$ cat src/rtl/if_fetch_queue.sv
// Instruction-fetch stage: issues one-cycle-latency ROM reads and buffers up to DEPTH {addr, instr} entries for decode.
// Optional feature: define IF_FETCH_CNT_EN to add the 16-bit fetchCount output, which counts accepted instructions.
module if_fetch_queue #(
  parameter int MEM_WIDTH = 8,
  parameter int WIDTH     = 16,
  parameter int OFF_WIDTH = 6,
  parameter int DEPTH     = 4,
  parameter logic [MEM_WIDTH-1:0] RESET_PC = '0
) (
  input  logic                 clk,
  input  logic                 reset,
  input  logic                 jump,
  input  logic [OFF_WIDTH-1:0] jumpOffset,
  output logic [MEM_WIDTH-1:0] memAddr,
  output logic                 memReq,
  input  logic [WIDTH-1:0]     memData,
  output logic [WIDTH-1:0]     instr,
  output logic [MEM_WIDTH-1:0] instrAddr,
  output logic                 instrValid,
  input  logic                 instrReady
`ifdef IF_FETCH_CNT_EN
  ,
  output logic [15:0]          fetchCount
`endif
);

  localparam int PTR_W = (DEPTH > 1) ? $clog2(DEPTH) : 1;
  localparam int CNT_W = PTR_W + 1;
  localparam int OCC_W = CNT_W + 1;

  logic [MEM_WIDTH-1:0] fetch_pc_q, fetch_pc_d;
  logic [PTR_W-1:0]     rd_q, rd_d;
  logic [PTR_W-1:0]     wr_q, wr_d;
  logic [CNT_W-1:0]     count_q, count_d;
  logic                 inflight_q, inflight_d;
  logic [MEM_WIDTH-1:0] inflight_addr_q, inflight_addr_d;
  logic [MEM_WIDTH-1:0] addr_mem_q [DEPTH];
  logic [WIDTH-1:0]     data_mem_q [DEPTH];

  logic                 pop;
  logic                 issue;
  logic                 capture;
  logic [OCC_W-1:0]     occupancy;

  // Handshake and issue decisions; jump and reset both suppress issue and pop in the same cycle.
  always_comb begin
    instrValid = ~reset & ~jump & (count_q != '0);
    pop        = instrValid & instrReady;
    capture    = ~reset & ~jump & inflight_q;
    // A pop this cycle frees a slot immediately, so issue resumes without a bubble.
    occupancy  = OCC_W'(count_q) + OCC_W'(inflight_q) - OCC_W'(pop);
    issue      = ~reset & ~jump & (occupancy < OCC_W'(DEPTH));
    memReq     = issue;
    memAddr    = reset ? RESET_PC : fetch_pc_q;
    instr      = reset ? '0 : data_mem_q[rd_q];
    instrAddr  = reset ? '0 : addr_mem_q[rd_q];
  end

  always_comb begin
    // NOTE: every next-state signal gets its hold value first so no path leaves it unassigned (no latches).
    fetch_pc_d      = fetch_pc_q;
    rd_d            = rd_q;
    wr_d            = wr_q;
    count_d         = count_q;
    inflight_d      = inflight_q;
    inflight_addr_d = inflight_addr_q;

    if (jump) begin
      fetch_pc_d = MEM_WIDTH'($signed(jumpOffset));
      count_d    = '0;
      rd_d       = wr_q;
      inflight_d = 1'b0;
    end else begin
      inflight_d = issue;
      if (issue) begin
        fetch_pc_d      = fetch_pc_q + MEM_WIDTH'(1);
        inflight_addr_d = fetch_pc_q;
      end
      if (capture) wr_d = wr_q + PTR_W'(1);
      if (pop)     rd_d = rd_q + PTR_W'(1);
      if (capture && !pop)      count_d = count_q + CNT_W'(1);
      else if (pop && !capture) count_d = count_q - CNT_W'(1);
    end
  end

  // NOTE: sequential state uses non-blocking assignments so every flop samples pre-edge values.
  always_ff @(posedge clk) begin
    if (reset) begin
      fetch_pc_q      <= RESET_PC;
      rd_q            <= '0;
      wr_q            <= '0;
      count_q         <= '0;
      inflight_q      <= 1'b0;
      inflight_addr_q <= '0;
      // NOTE: the storage is cleared too, so the head reads zero after reset rather than stale entries.
      for (int i = 0; i < DEPTH; i++) begin
        addr_mem_q[i] <= '0;
        data_mem_q[i] <= '0;
      end
    end else begin
      fetch_pc_q      <= fetch_pc_d;
      rd_q            <= rd_d;
      wr_q            <= wr_d;
      count_q         <= count_d;
      inflight_q      <= inflight_d;
      inflight_addr_q <= inflight_addr_d;
      if (capture) begin
        addr_mem_q[wr_q] <= inflight_addr_q;
        data_mem_q[wr_q] <= memData;
      end
    end
  end

`ifdef IF_FETCH_CNT_EN
  logic [15:0] fetch_cnt_q, fetch_cnt_d;

  // Counts accepted instructions; a jump does not clear it.
  always_comb begin
    fetch_cnt_d = fetch_cnt_q + 16'(pop);
  end

  always_ff @(posedge clk) begin
    if (reset) fetch_cnt_q <= '0;
    else       fetch_cnt_q <= fetch_cnt_d;
  end

  assign fetchCount = fetch_cnt_q;
`endif

endmodule
$ cat config.mk
export PLATFORM = sky130hd
export DESIGN_NAME = if_fetch_queue
export DESIGN_NICKNAME = d
export VERILOG_FILES = /design/src/rtl/if_fetch_queue.sv
export SDC_FILE = /design/constraint.sdc
export NUM_CORES = 1
export LEC_CHECK = 0
export ABC_AREA = 1
export CORE_ASPECT_RATIO = 0.75
export CORE_MARGIN = 8
export CORE_UTILIZATION = 35
export DETAILED_ROUTE_END_ITERATION = 16
export DONT_BUFFER_PORTS = 1
export GPL_TIMING_DRIVEN = 0
export SYNTH_ARGS = -nofsm -noshare
export SYNTH_HDL_FRONTEND = slang
export SYNTH_SLANG_ARGS = --single-unit
$ cat constraint.sdc
create_clock -name clk -period 3.4 [get_ports clk]
set_input_delay 0.34 -clock clk [delete_from_list [all_inputs] [get_ports clk]]
set_output_delay 0.34 -clock clk [all_outputs]
set_load 0.03 [all_outputs]
After elaboration in Yosys (flattened, before gate mapping). Memories as Yosys holds them, arrays and structs flattened. A register that Yosys moved wholly into a read port is not among the register bits. Index checks and enable logic that the tools add are counted.

Input port bits: 26. Output and inout port bits: 34. Memories kept: 2. Flip-flop bits (word level): 24. Word-level logic and storage cells: 60. Memory bits (writable): 96.

Memories: data_mem_q (words 4, width 16, read ports 1, clocked after memory_dff 1, write ports 4, RTL line 38) `logic [WIDTH-1:0] data_mem_q [DEPTH];`; addr_mem_q (words 4, width 8, read ports 1, clocked after memory_dff 1, write ports 4, RTL line 37) `logic [MEM_WIDTH-1:0] addr_mem_q [DEPTH];`.

Bitwise operators: 7. Mux-type cells: 24. $add $sub $neg: 7. $lt $le $gt $ge: 1. Reduce and logical (&&, ||, !) cells: 13.

Operators by type and width (count): $mux W8 (5); $mux W16 (2); $mux W2 (8); $reduce_or A16 Y1 (1); $add A8 B1 Y8 const B (1); $reduce_or A8 Y1 (1); $mux W1 (7); $mux W3 (2); $reduce_bool A2 Y1 (3); $and A1 B1 Y1 (5); $add A2 B1 Y2 const B (2); $add A3 B1 Y4 (1); $lt A4 B3 Y1 const B (1); $reduce_and A2 Y1 (2); $sub A4 B1 Y4 (1); $add A3 B1 Y3 const B (1); $reduce_bool A3 Y1 (1); $sub A3 B1 Y3 const B (1); $logic_and A1 B1 Y1 (2); $logic_not A1 Y1 (2); $not A1 Y1 (2); $reduce_or A2 Y1 (1).

Depth between registers and ports, before layout. Gate-level depths: netlist (run 1).

Depth after elaboration: 9. Depth in mapped cells: 15. Mapped depth without buffers: 15.

Worst setup path after synthesis (run 1). OpenSTA, ideal clock, no wires.

Path kind: in2reg. Start: in reset. End: mem addr_mem_q[3][0] (enable). Library setup time: 0.405 ns. Required time: 2.995 ns. Path slack: 1.096 ns. Path buffers: 1. Data arrival time: 1.899 ns. Stages: 6. Cells stage by stage: buf_6 -> nor2_4 -> inv_2 -> nor2_8 -> a21oi_1 -> nor2_1.

RTL lines: start, declared (RTL line 11) `input logic reset,`; end, declared (RTL line 37).

Final worst setup path (run 1).
Start: reg count_q[0]. End: out memReq.

Word-level cells in the longest chain between the ends: 6. Elaborated cells between the ends (all ways): 7. Those cells by class: add/sub: 2; order compare: 1; bitwise: 3; reduce/logical: 1.

Ends and longest elaborated chain: start, declared (RTL line 34) `logic [CNT_W-1:0] count_q, count_d;`; start signal, assigned (RTL line 104) `count_q <= count_d;`; parallel branches: the longest is 3 deep, another holds $add A3 B1 Y4; $sub A4 B1 Y4 * (RTL line 51) `occupancy = OCC_W'(count_q) + OCC_W'(inflight_q) - OCC_W'(pop);`; $lt A4 B3 Y1 * (RTL line 52) `issue = ~reset & ~jump & (occupancy < OCC_W'(DEPTH));`; $and A1 B1 Y1 * (RTL line 52); end, declared (RTL line 15) `output logic memReq,`.

Every way passes the cells marked *.

==> metrics.yaml, run 1 <==
route:
  firstDrtPassIters: 6
  wirelength_microns: 14100
  drtAntennaViolNets: 0
  vias_per_cell: 4.93
  vias: 4249
  drtIter0Drc: 390
  wire_per_inst_microns: 16.3
  drc: 0
cells_and_area:
  fillers: 1509
  nets: 670
  antennaDiodeCount: 0
  drive_above_1_share_pct: 7.07
  fin_util_pct: 40.7
  design_area_sq_um: 6460
  syn_to_final_growth_pct: 15.1
logic_synthesis:
  netlist_area_sq_um: 5620
  netlist_top_cells_area: "edfxtp_1 51%, nor2_1 15%, dfxtp_1 9.3%"
  synth_common_cells: "222 x nor2_1, 96 x edfxtp_1, 69 x o21ai_0, 49 x inv_1, 37 x nand2_1"
  synth_edf_count: 96
  synthArstFlopShare_pct: 0
  syn_avg_cell_area_sq_um: 9.09
  syn_nets: 650
  ys.flop_type: "edfxtp_1"
  yosysMostFrequentCell: "nor2_1"
  yosysSeqAreaShare_pct: 60.6
  yosys_warnings: 0
  synth_cell_types: 27
  ys_ff_latch: 122
  synth_top_cell_by_area: "edfxtp_1"
  netlist_instances: 618
  synth_top_area_share_pct: 51.3
sta:
  whs_ns: 0.113
  rsz0062_at_grt: "no"
  skew_ns: 0.00479
  min_period_ns: 2.95
  finalHoldViolCount: 0
  period_share_pct: 86.9
  fin_tns_setup_ns: 0
  final_max_slew_viol_count: 0
  layout_setup_ws_ns: 0.446
  relSlewSlack_pct: 16.8
  tightestPinTransition_ns: 1.25
  clock.fmax_ghz: 0.339
  setup_viol: 0
clock_network:
  postCtsHoldBufs: 0
  numCtsBuffers: 17
  cts_tree: "yes"
  htreeDepth: 4
  cts_resized: 0
  postCtsSetupBuffers: 0
  cts_root_buf: "clkbuf_16"
  clk_pin_slew_ns: 0.05
  cts_buffer_depth: 2
  worstSkewPairLatency_ns: 0.41
  numClockSinks: 122
power:
  switchingPower_uw: 905
  switching_share_pct: 23.9
  p_int_uw: 2890
  pwr-share-comb_pct: 9.1
  ir_drop_mv: 0.342
  p_leak_uw: 0.00255
  cellPowerDensity_nw_per_um2: 587
  pwr-share-clk_pct: 45.9
  power_frac_seq_pct: 45.0
die:
  rows: 40
  die-area_sq_um: 20400
  start_util_pct: 35.4
  dieHeight_microns: 126
  die-width_microns: 162
  num_io_pins: 60
  core_area_sq_um: 15900
placement:
  hpwl_microns: 9510
  place_area_sq_um: 5900
  numPortBuffers: 0
  place_ws_ns: 0.661
  gp_congestion: 0.839
hold_path:
  hold_start: "jump"
  hold_class: "input pin to flop"
flow_run:
  drv_cap: 0
worst_setup_path:
  required_ns: 3.06
  arrival_ns: 2.61
  startpoint: "count_q[0]"
  r2r-start: "count_q[0]"
  path_class: "flop to primary output"
  end_kind: "primary output"
  crit_fanout: 9
  crit_path_start_kind: "flop"
global_routing:
  grt_max_degree: 25
  grt_pass1_vias: 4262
  grt_first_pass_wirelength_microns: 22400
  overflow: 0
  antenna_found_initial: 0
  grt_usage_pct: 14.1
run_status:
  status: "complete, no violations"
sequential cells by signal, summed over array words and instances, names as in the netlist, named ones only:
name and count:
rd_q 2, wr_q 2, addr_mem_q 32, count_q 3
inflight_addr_q 8, fetch_pc_q 8, data_mem_q 64, inflight_q 1
power by group through the flow:
| stage | Clock, uW | Combinational, uW | Sequential [uW] |
|---|---|---|---|
| after global placement | 0 | 335 | 1730 |
| after floorplan | 0 | 259 | 1730 |
| after detailed placement | 0 | 345 | 1740 |
| final | 1740 | 344 | 1710 |
| after CTS | 1760 | 349 | 1710 |
| after global routing | 1820 | 385 | 1710 |
through the flow:
step / cells / power (uW)
floorplan: 618 / 1990
global placement: 828 / 2070
detailed placement: 829 / 2080
CTS: 861 / 3820
global route: 861 / 3920
finish: 861 / 3790
layout make-up:
type	count	area, sq um	area share (%)
Buffer	32	163	2.52
Inverter	54	205	3.17
Multi-Input combinational cell	410	1850	28.6
Tap cell	210	263	4.06
Sequential cell	122	3400	52.6
Clock buffer	20	437	6.75
Timing Repair Buffer	1	15.0	0.232
Clock inverter	12	130	2.01
layer usage:
| layer | wire [microns] | GRT usage, % | up-vias | part of all wire, % |
|---|---|---|---|---|
| met5 | 0 | 0 | - | 0 |
| met4 | 155 | 4.62 | 0 | 1.1 |
| met3 | 987 | 4.20 | 13 | 7.0 |
| met2 | 6740 | 23.2 | 139 | 48 |
| met1 | 6170 | 17.4 | 2015 | 44 |
| li1 | - | - | 2082 | - |
cells by family after synthesis:
| logic type | count (synthesis) | share of synthesized area, % |
|---|---|---|
| and+or+nand+nor | 295 | 21.6 |
| DFF | 122 | 60.6 |
| AOI/OAI and AO/OA | 109 | 9.84 |
| buffers and inverters | 86 | 6.55 |
| adders and majority gates | 6 | 1.47 |
critical path, cell delays in order, from the launching register on:
cell      delay, ns
dfxtp_1        0.40
inv_1          0.11
nand3_1        0.09
nand3_1        0.15
inv_1          0.10
ha_1           0.13
inv_1          0.04
ha_1           0.28
nand3_1        0.10
a21oi_1        0.14
nor2_1         0.07
nand2_2        0.14
clkinv_1       0.44
path summary, 6_finish.rpt:
kind	slack [ns]	cells past startpoint	to
setup / recovery	0.45	12	memReq
hold / removal	0.11	3	count_q[2]
setup reg to reg	0.77	14	inflight_addr_q[6]
hold reg to reg	0.49	2	inflight_addr_q[3]
cell usage in the layout, fill, tap and decap left out, types with 2 or more instances in the layout:
master     count
edfxtp_1      96
a31oi_1        2
nand2_1       37
nor2_8         2
o21ai_0       69
dfxtp_1       26
clkbuf_16     17
clkinv_1       6
nand4_1        3
buf_6          5
a21oi_1       36
ha_1           5
buf_2          4
clkbuf_1      24
buf_1          2
nor2_1       221
clkinv_2       5
inv_2          2
inv_1         49
nand2_4        2
bufinv_16      3
nand3_1       25
(Power assumes the default switching activity.)
==> inputs of run 2 (changes only) <==
--- a/config.mk
+++ b/config.mk
@@ -9,6 +9,7 @@
 export CORE_ASPECT_RATIO = 0.75
 export CORE_MARGIN = 8
 export CORE_UTILIZATION = 35
+export CTS_CLUSTER_SIZE = 24
 export DETAILED_ROUTE_END_ITERATION = 16
 export DONT_BUFFER_PORTS = 1
 export GPL_TIMING_DRIVEN = 0
==> results of run 2 <==
No change in the layout: final DEF, timing and power equal those of run 1.
==> inputs of run 3 (changes only) <==
==> constraint.sdc (replaced) <==
create_clock -name clk -period 2.9 [get_ports clk]
set_input_delay 0.29 -clock clk [delete_from_list [all_inputs] [get_ports clk]]
set_output_delay 0.29 -clock clk [all_outputs]
set_load 0.03 [all_outputs]
==> metrics.yaml, run 3 (same netlist as run 1, synthesis figures left out) <==
clock_network:
  clk_pin_slew_ns: 0.06
  cts_buffer_depth: 2
  postCtsSetupBuffers: 0
  htreeDepth: 4
  worstSkewPairLatency_ns: 0.41
  cts_root_buf: "clkbuf_16"
  numCtsBuffers: 17
  postCtsHoldBufs: 0
  cts_tree: "yes"
  numClockSinks: 122
cells_and_area:
  nets: 670
  top_regs: "data_mem_q x64, addr_mem_q x32"
  syn_to_final_growth_pct: 16.0
  instances_no_fill: 861
  antennaDiodeCount: 0
  final_common_cell: "nor2_1"
  final_cell_mix: "221 x nor2_1, 96 x edfxtp_1, 69 x o21ai_0"
  fin_util_pct: 41.1
  fillers: 1507
  regMostFlops: "data_mem_q"
  largest_reg_flops: 64
  drive_above_1_share_pct: 9.22
route:
  wire_per_inst_microns: 16.4
  wirelength_microns: 14100
  firstDrtPassIters: 5
  vias_per_cell: 4.95
  drtIter0Drc: 318
  vias: 4259
  drc: 0
  drtAntennaViolNets: 0
global_routing:
  busiest_layer: "met2"
  overflow: 0
  grt_max_degree: 25
  grt_first_pass_wirelength_microns: 22400
  grt_use_met1_pct: 17.4
  grtUsageMet2_pct: 23.2
  grt_pass1_vias: 4262
  grtUsageMet3_pct: 4.20
  grt_usage_pct: 14.1
  antenna_found_initial: 0
power:
  p_leak_uw: 0.00255
  p_int_uw: 3390
  p_total_uw: 4460
  switching_share_pct: 23.9
  switchingPower_uw: 1070
  pwr-share-clk_pct: 45.8
  ir_drop_mv: 0.400
  pwr-share-comb_pct: 9.3
  cellPowerDensity_nw_per_um2: 684
  power_frac_seq_pct: 44.9
sta:
  relSlewSlack_pct: 17.6
  setup_viol: 0
  clock.fmax_ghz: 0.369
  tightestPinTransition_ns: 1.23
  min_period_ns: 2.71
  skew_ns: 0.0110
  final_max_slew_viol_count: 0
  layout_setup_ws_ns: 0.189
  whs_ns: 0.0635
  finalHoldViolCount: 0
  rsz0062_at_grt: "yes"
  period_share_pct: 93.5
worst_setup_path:
  startpoint: "count_q[0]"
  path_cells: "inv_1 -> nand3_1 -> nand3_1 -> inv_1 -> ha_1 -> inv_1 -> ha_1 -> nand3_1 -> nand3_1 -> nand2_1 -> nor2_1 -> nand2_2 -> clkinv_4"
  arrival_ns: 2.42
  crit_path_start_kind: "flop"
  r2r-start: "wr_q[0]"
  required_ns: 2.61
  crit_fanout: 9
  cp_common_cell: "nand3_1"
  slowest_delay_ns: 0.40
  slowest_stage: "dfxtp_1"
  path_class: "flop to primary output"
  end_kind: "primary output"
placement:
  numPortBuffers: 0
  gp_congestion: 0.839
  dp.cells: 829
  place_ws_ns: 0.211
  hpwl_microns: 9510
die:
  rows: 40
  die-width_microns: 162
  dieHeight_microns: 126
  num_io_pins: 60
  die-area_sq_um: 20400
  core_area_sq_um: 15900
  start_util_pct: 35.4
hold_path:
  hold_start: "jump"
  hold_class: "input pin to flop"
run_status:
  status: "complete, no violations"
flow_run:
  drv_cap: 0
==> run 3: cell types whose count changed in the layout (fill, tap and decap cells not counted) <==
cell,previous run,this run
a21oi_2,0,13
a21oi_1,36,23
clkinv_1,6,5
clkinv_4,0,1
==> run 3: path summary, 6_finish.rpt <==
check | end | slack, ns | cells past startpoint
setup / recovery | memReq | 0.19 | 13
hold reg to reg | inflight_addr_q[3] | 0.49 | 2
setup reg to reg | data_mem_q[2][5] | 0.30 | 4
hold / removal | count_q[2] | 0.06 | 3
==> run 3: critical path, delay by kind of cell, from the launching register on <==
family | cells | cell delay, ns
fa+ha+maj | 2 | 0.41
flops | 1 | 0.40
simple gates | 7 | 0.77
buf+inv | 4 | 0.41
==> run 3: layout make-up <==
cell class / count / area, sq um / area share (%)
Clock buffer: 20 / 437 / 6.70
Multi-Input combinational cell: 410 / 1900 / 29.1
Timing Repair Buffer: 1 / 15.0 / 0.230
Buffer: 32 / 163 / 2.50
Tap cell: 210 / 263 / 4.03
Sequential cell: 122 / 3400 / 52.2
Clock inverter: 12 / 130 / 2.00
Inverter: 54 / 210 / 3.22
==> run 3: layer usage <==
| metal | up-vias | share of wire [%] |
|---|---|---|
| met5 | - | 0 |
| met4 | 0 | 0.92 |
| met3 | 10 | 6.0 |
| met2 | 116 | 48 |
| met1 | 2050 | 45 |
| li1 | 2083 | - |
==> run 3: timing repair <==
action / CTS / global route
gates resized for setup: 1 / 16
pin swaps: 0 / 0
setup endpoints to repair: 1 / 14
==> run 3: power by group through the flow <==
stage	combinational (uW)	clock (uW)	sequential, uW
2_1_floorplan	304	0	2020
3_3_place_gp	393	0	2030
3_5_place_dp	405	0	2040
4_1_cts	409	2060	2000
5_1_grt	464	2140	2010
6_report	416	2040	2000
==> run 3: through the flow <==
step                      setup TNS, ns  area (sq um)
after floorplan                       0          5620
after global placement            -7.20          5880
after detailed placement              0          5900
after CTS                             0          6470
after global routing            -0.0987          6520
final                                 0          6520
